===== config.mk =====
export PLATFORM = sky130hd
export DESIGN_NAME = boot_loader
export DESIGN_NICKNAME = d
export VERILOG_FILES = /design/src/rtl/boot_pkg.sv /design/src/rtl/boot_rom.sv /design/src/rtl/boot_loader.sv
export SDC_FILE = /design/constraint.sdc
export NUM_CORES = 1
export LEC_CHECK = 0
export CELL_PAD_IN_SITES_DETAIL_PLACEMENT = 1
export CELL_PAD_IN_SITES_GLOBAL_PLACEMENT = 2
export CORE_AREA = 2 2 88 90
export CTS_CLUSTER_SIZE = 30
export DETAILED_ROUTE_END_ITERATION = 12
export DIE_AREA = 0 0 90 92
export GPL_TIMING_DRIVEN = 0
export PLACE_DENSITY_LB_ADDON = 0.1
export SYNTH_ARGS = -nofsm -noshare
export SYNTH_HDL_FRONTEND = slang
export SYNTH_SLANG_ARGS = --single-unit

===== constraint.sdc =====
create_clock -name CLK -period 2 [get_ports CLK]
set_input_delay 0.5 -clock CLK [delete_from_list [all_inputs] [get_ports CLK]]
set_output_delay 0.5 -clock CLK [all_outputs]
set_load 0.005 [all_outputs]

===== src/rtl/boot_pkg.sv =====
// Package shared by the boot loader, its ROM and the top-level memory-port mux.
// Holds the loader state encoding, default memory geometry and the index-width helper.
package boot_pkg;

  localparam int unsigned DEF_ADDR_W = 7;
  localparam int unsigned DEF_DATA_W = 32;

  // VRD/VCHK are only visited when readback verification is compiled in.
  typedef enum logic [2:0] {
    IDLE  = 3'd0,
    LOAD  = 3'd1,
    VRD   = 3'd2,
    VCHK  = 3'd3,
    GUARD = 3'd4,
    RUN   = 3'd5
  } boot_state_e;

  // Width of a counter that must be able to hold the value n (one past the last word).
  function automatic int unsigned idx_width(input int unsigned n);
    return (n < 1) ? 1 : $clog2(n + 1);
  endfunction

endpackage


===== src/rtl/boot_rom.sv =====
// Program image copied into MemoryB at boot (current Lab program).
// Ports:
//   idx  in   IDX_W   word index into the image
//   data out  DATA_W  image word; zero past the end of the table
// Image:
//   0 addi $1,$0,6     1 addi $2,$0,48    2 sll $8,$1,5     3 sll $9,$1,4
//   4 add $8,$8,$9     5 sw $1,80($0)     6 sw $8,84($0)    7 lw $3,80($0)
//   8 sw $3,88($0)     9 j 9 (park)
module boot_rom
  import boot_pkg::*;
#(
  parameter int unsigned IDX_W  = 4,
  parameter int unsigned DATA_W = DEF_DATA_W
) (
  input  logic [IDX_W-1:0]  idx,
  output logic [DATA_W-1:0] data
);

  // Widen the index so case items never alias for small IDX_W.
  logic [31:0] idx_ext;
  assign idx_ext = 32'(idx);

  always_comb begin
    data = '0;
    case (idx_ext)
      32'd0:   data = DATA_W'(32'h2001_0006);
      32'd1:   data = DATA_W'(32'h2002_0030);
      32'd2:   data = DATA_W'(32'h0001_4140);
      32'd3:   data = DATA_W'(32'h0001_4900);
      32'd4:   data = DATA_W'(32'h0109_4020);
      32'd5:   data = DATA_W'(32'hAC01_0050);
      32'd6:   data = DATA_W'(32'hAC08_0054);
      32'd7:   data = DATA_W'(32'h8C03_0050);
      32'd8:   data = DATA_W'(32'hAC03_0058);
      32'd9:   data = DATA_W'(32'h0800_0009);
      default: data = '0;
    endcase
  end

endmodule


===== src/rtl/boot_loader.sv =====
// Boot loader: owns the memory port after reset, copies the boot_rom image into
// MemoryB starting at BASE_ADDR, then holds the CPU in reset for one guard cycle
// while the top-level port mux switches back, and finally releases it.
// Ports:
//   CLK      in   1       system clock
//   rst      in   1       asynchronous active-low reset
//   start    in   1       begin load (sampled in IDLE only)
//   init     out  1       loader owns the memory port (mux select)
//   CS/WE    out  1       memory chip select / write enable
//   Address  out  ADDR_W  memory word address
//   bus_out  out  DATA_W  write data
//   bus_oe   out  1       drive bus_out onto Mem_Bus
//   bus_in   in   DATA_W  Mem_Bus read value (readback only)
//   cpu_rst  out  1       active-high CPU reset
//   done     out  1       load complete, sticky
//   err      out  1       readback mismatch, sticky
// Build option: VERIFY_READBACK_EN adds a read-and-compare pass over the loaded
// words before release; without it err stays 0 and bus_in is ignored.
module boot_loader
  import boot_pkg::*;
#(
  parameter int unsigned ADDR_W     = DEF_ADDR_W,
  parameter int unsigned DATA_W     = DEF_DATA_W,
  parameter int unsigned N_WORDS    = 10,
  parameter int unsigned BASE_ADDR  = 0,
  parameter int unsigned AUTO_START = 1
) (
  input  logic              CLK,
  input  logic              rst,
  input  logic              start,
  output logic              init,
  output logic              CS,
  output logic              WE,
  output logic [ADDR_W-1:0] Address,
  output logic [DATA_W-1:0] bus_out,
  output logic              bus_oe,
  input  logic [DATA_W-1:0] bus_in,
  output logic              cpu_rst,
  output logic              done,
  output logic              err
);

  localparam int unsigned       IDX_W   = idx_width(N_WORDS);
  localparam logic [IDX_W-1:0]  IDX_END = IDX_W'(N_WORDS);
  localparam logic [ADDR_W-1:0] BASE    = ADDR_W'(BASE_ADDR);

  boot_state_e       state;
  logic [IDX_W-1:0]  idx;       // next word to issue
  logic [DATA_W-1:0] rom_word;
  logic [ADDR_W-1:0] addr_cur;

  // Address arithmetic wraps naturally in ADDR_W bits.
  assign addr_cur = BASE + ADDR_W'(idx);

  boot_rom #(
    .IDX_W  (IDX_W),
    .DATA_W (DATA_W)
  ) u_rom (
    .idx  (idx),
    .data (rom_word)
  );

`ifdef VERIFY_READBACK_EN
  localparam logic [IDX_W-1:0] IDX_LAST = IDX_W'(N_WORDS - 1);
  logic [ADDR_W-1:0] addr_next;
  assign addr_next = BASE + ADDR_W'(idx + 1'b1);
`else
  logic unused_bus_in;
  assign unused_bus_in = ^bus_in;
`endif

  // Outputs are registered alongside the state: each transition loads the
  // values the destination state presents, so nothing glitches in between.
  always_ff @(posedge CLK or negedge rst) begin
    if (!rst) begin
      state   <= IDLE;
      idx     <= '0;
      init    <= 1'b0;
      CS      <= 1'b0;
      WE      <= 1'b0;
      bus_oe  <= 1'b0;
      Address <= '0;
      bus_out <= '0;
      cpu_rst <= 1'b1;
      done    <= 1'b0;
      err     <= 1'b0;
    end else begin
      case (state)
        IDLE: begin
          if (AUTO_START != 0 || start) begin
            state   <= LOAD;
            init    <= 1'b1;
            CS      <= 1'b1;
            WE      <= 1'b1;
            bus_oe  <= 1'b1;
            Address <= addr_cur;
            bus_out <= rom_word;
            idx     <= idx + 1'b1;
          end
        end

        LOAD: begin
          if (idx == IDX_END) begin
`ifdef VERIFY_READBACK_EN
            state   <= VRD;
            idx     <= '0;
            WE      <= 1'b0;
            bus_oe  <= 1'b0;
            bus_out <= '0;
            Address <= BASE;
`else
            state   <= GUARD;
            init    <= 1'b0;
            CS      <= 1'b0;
            WE      <= 1'b0;
            bus_oe  <= 1'b0;
            bus_out <= '0;
            Address <= '0;
`endif
          end else begin
            Address <= addr_cur;
            bus_out <= rom_word;
            idx     <= idx + 1'b1;
          end
        end

`ifdef VERIFY_READBACK_EN
        // Address is held across VRD and VCHK so bus_in is settled at compare.
        VRD: state <= VCHK;

        VCHK: begin
          if (bus_in != rom_word) begin
            err <= 1'b1;
          end
          if (idx == IDX_LAST) begin
            state   <= GUARD;
            init    <= 1'b0;
            CS      <= 1'b0;
            Address <= '0;
          end else begin
            state   <= VRD;
            Address <= addr_next;
            idx     <= idx + 1'b1;
          end
        end
`endif

        // One cycle with the port released but the CPU still held in reset.
        GUARD: begin
          state   <= RUN;
          cpu_rst <= 1'b0;
          done    <= 1'b1;
        end

        RUN: state <= RUN;

        default: state <= IDLE;
      endcase
    end
  end

endmodule


==> metrics.md <==
| Metric | Value |
|---|---|
| Status | completed |
| Maximum clock insertion buffer count | 2 |
| GR Overflow Total | 0 |
| Actual slew at the worst max-slew pin | between 600 and 700 ps |
| Top cells by area, synth | dfrtp_1 (46%), buf_4 (11%), ha_1 (6.4%) |
| Dpl ws | approximately 160 ps |
| Synth Cell Area | 0.00157 sq mm |
| R2R cell count | 5 |
| Pwr Density | 545 mW/mm^2 |
| # clock sinks | 30 |
| Hold Crit Class | primary input to async pin |
| Final hold slack | 258 ps |
| CTS resizes | 0 |
| DP Cell Count | ~300 |
| Final WS setup | 157 ps |
| Die Span X | about 90 microns |
| RSZ-0062 raised after global routing | no |
| Min Tclk post-route | approximately 1800 ps |
| Commonest non-fill, non-tap cell in the layout | dfrtp_1 |
| Worst Skew | between 8 and 9 ps |
| P_leak | just under 1 nW |
| Total CTS buffers | 5 |
| Share of cells above drive strength 1 | 0.202 |
| Cell taking the most area after synthesis | dfrtp_1 |
| Antenna diodes | 0 |
| Final setup vio count | 0 |
| Crit Path Max Fanout | 8 |
| Most frequent cells in the layout | dfrtp_1 (29), clkdlybuf4s50_1 (28), buf_4 (24) |
| Worst EP required | 2170 ps |
| Sequential fraction of the synthesis area | 0.478 |
| Final nets | 250 |
| Ys Warns | 1 |
| Synth top area share | 0.461 |
| Io pins | 81 |
| Total Routing Usage GR | 0.103 |
| Number of max-cap violations | 0 |
| Synth async-reset ratio | 1.00 |
| Largest net degree at the start of global routing | 31 |
| CP Launch Point | idx[0] |
| Setup crit start kind | register |
| R2R Setup Slk | 160 ps |
| Final Max Tran Viols | 0 |
| GPL Wtd Cong | 0.727 |
| Die height | 92 microns |
| Slew HR | 0.537 |
| Post-synthesis cell count | 154 |
| Worst setup EP type | register |
| Antenna-violating nets left | 0 |
| Final Cycle Share | 0.921 |
| Synth Flop Type | dfrtp_1 |
| Final wirelength | 4050 microns |
| Max Clock Freq | 0.543 GHz |
| Vias in the first global route | about 1300 |
| Initial antenna violation count | 0 |
| Clk pin slew, worst setup/hold paths | 70 ps |
| Starting Density | 0.211 |
| CP arrival | roughly 2000 ps |
| Initial drt markers | 57 |
| Via density | 3.85 |
| Core region area | between 0.007 and 0.008 sq mm |
| Via count | about 1200 |
| Wire length per cell | 13.1 microns |
| Synth cell types | 39 |
| First-pass GRT wire length | roughly 6600 microns |
| Clk_lat worst skew | roughly 290 ps |
| Root Buffer | clkbuf_8 |
| Post-CTS setup buffer count | 0 |
| Non-Filler Instances | 310 |
| I/O Buffers | 29 |
| #FFs+latches synth | 30 |
| Final Hold Violating Endpoints | 0 |
| Site row count | 32 |
| Pre-antenna DRT Iters | 4 |
| Maximum vdd drop | 0.000165 V |
| Crit path to | bus_out[0] |
| # DRC | 0 |
| Post-layout util | 0.287 |
| DIE AREA | 0.00828 sq mm |
| CTS tree | done |
| Post-CTS Hold Buffers | 0 |
| Worst Setup Path Type | register to register |
| Post-detail-place hpwl | 2960 microns |
| Worst R2R Start | idx[0] |
| Reg2reg end | bus_out[0] |
| Avg Cell Area, Syn | 10.2 sq um |
| Post-synth EDFFs | 0 |
| Area growth syn-to-layout | 36.1% |
| Htree depth | 2 |
==> final cells by class <==
type	count	area [sq um]
plain buffers	28	205
clock buffers	7	86.3
clock inverters	1	5.00
fillers	897	5310
inverters	7	26.3
multi-input cells	106	653
flip-flops and latches	30	752
well taps	102	128
repair buffers	29	285
==> cell families after synthesis <==
logic type | after synthesis | synth area share
AOI/OAI and AO/OA | 31 | 0.141
xor gates and xnor gates | 2 | 0.0111
adders and majority gates | 8 | 0.0636
buffers and inverters | 35 | 0.147
DFF | 30 | 0.478
muxes | 1 | 0.00716
other | 1 | 0.00238
and+or+nand+nor | 46 | 0.150
==> synth_stat cells, types with 2 or more instances <==
master / count
buf_2: 2
nand3_1: 6
a21boi_0: 2
xnor2_1: 2
ha_1: 8
o21ai_0: 11
o31ai_1: 3
buf_4: 24
nand2b_1: 7
a22o_1: 4
dfrtp_1: 29
inv_1: 6
o211ai_1: 2
nor2b_1: 2
nor2_1: 2
nand2_1: 21
==> per-layer routing <==
metal  track usage  up-vias  share of wire
met4        0.0462        0          0.019
met3        0.0304        6          0.049
met1         0.125      570           0.44
li1              -      584              -
met5             0        -              0
met2         0.170       33           0.49
==> flip-flops by register name, indices dropped and copies added (netlist names) <==
signal and count:
bus_oe 1, done 1, Address 4, idx 4, state 2, cpu_rst 1, bus_out 17
==> how the worst min path moves through the flow <==
stage / startpoint / endpoint / slack (ps) / cells after the start
floorplan: rst / Address[0] / 200 / 0
global placement: done / done / 450 / 1
global route: rst / bus_out[16] / 310 / 1
detailed placement: done / done / 470 / 1
finish: rst / bus_oe / 260 / 1
CTS: rst / bus_out[16] / 280 / 1
==> power breakdown <==
part	internal, mW	switching [mW]
Clock	0.277	0.235
Sequential	0.607	0
Combinational	0.0227	0.0247
==> worst max-delay path, stage by stage, from the launching register on <==
cell,delay [ps]
dfrtp_1,470
inv_1,260
ha_1,330
nand4b_1,180
and2_4,220
a32o_1,260
==> per-stage QoR <==
step	power, mW	cell area, sq um	setup TNS, ps
2_1_floorplan	0.651	1640	0
3_3_place_gp	0.666	2050	-4870
3_5_place_dp	0.665	2050	0
4_1_cts	1.19	2140	0
5_1_grt	1.22	2140	0
6_report	1.17	2140	0
No activity file was read; power rests on OpenSTA's default activity.
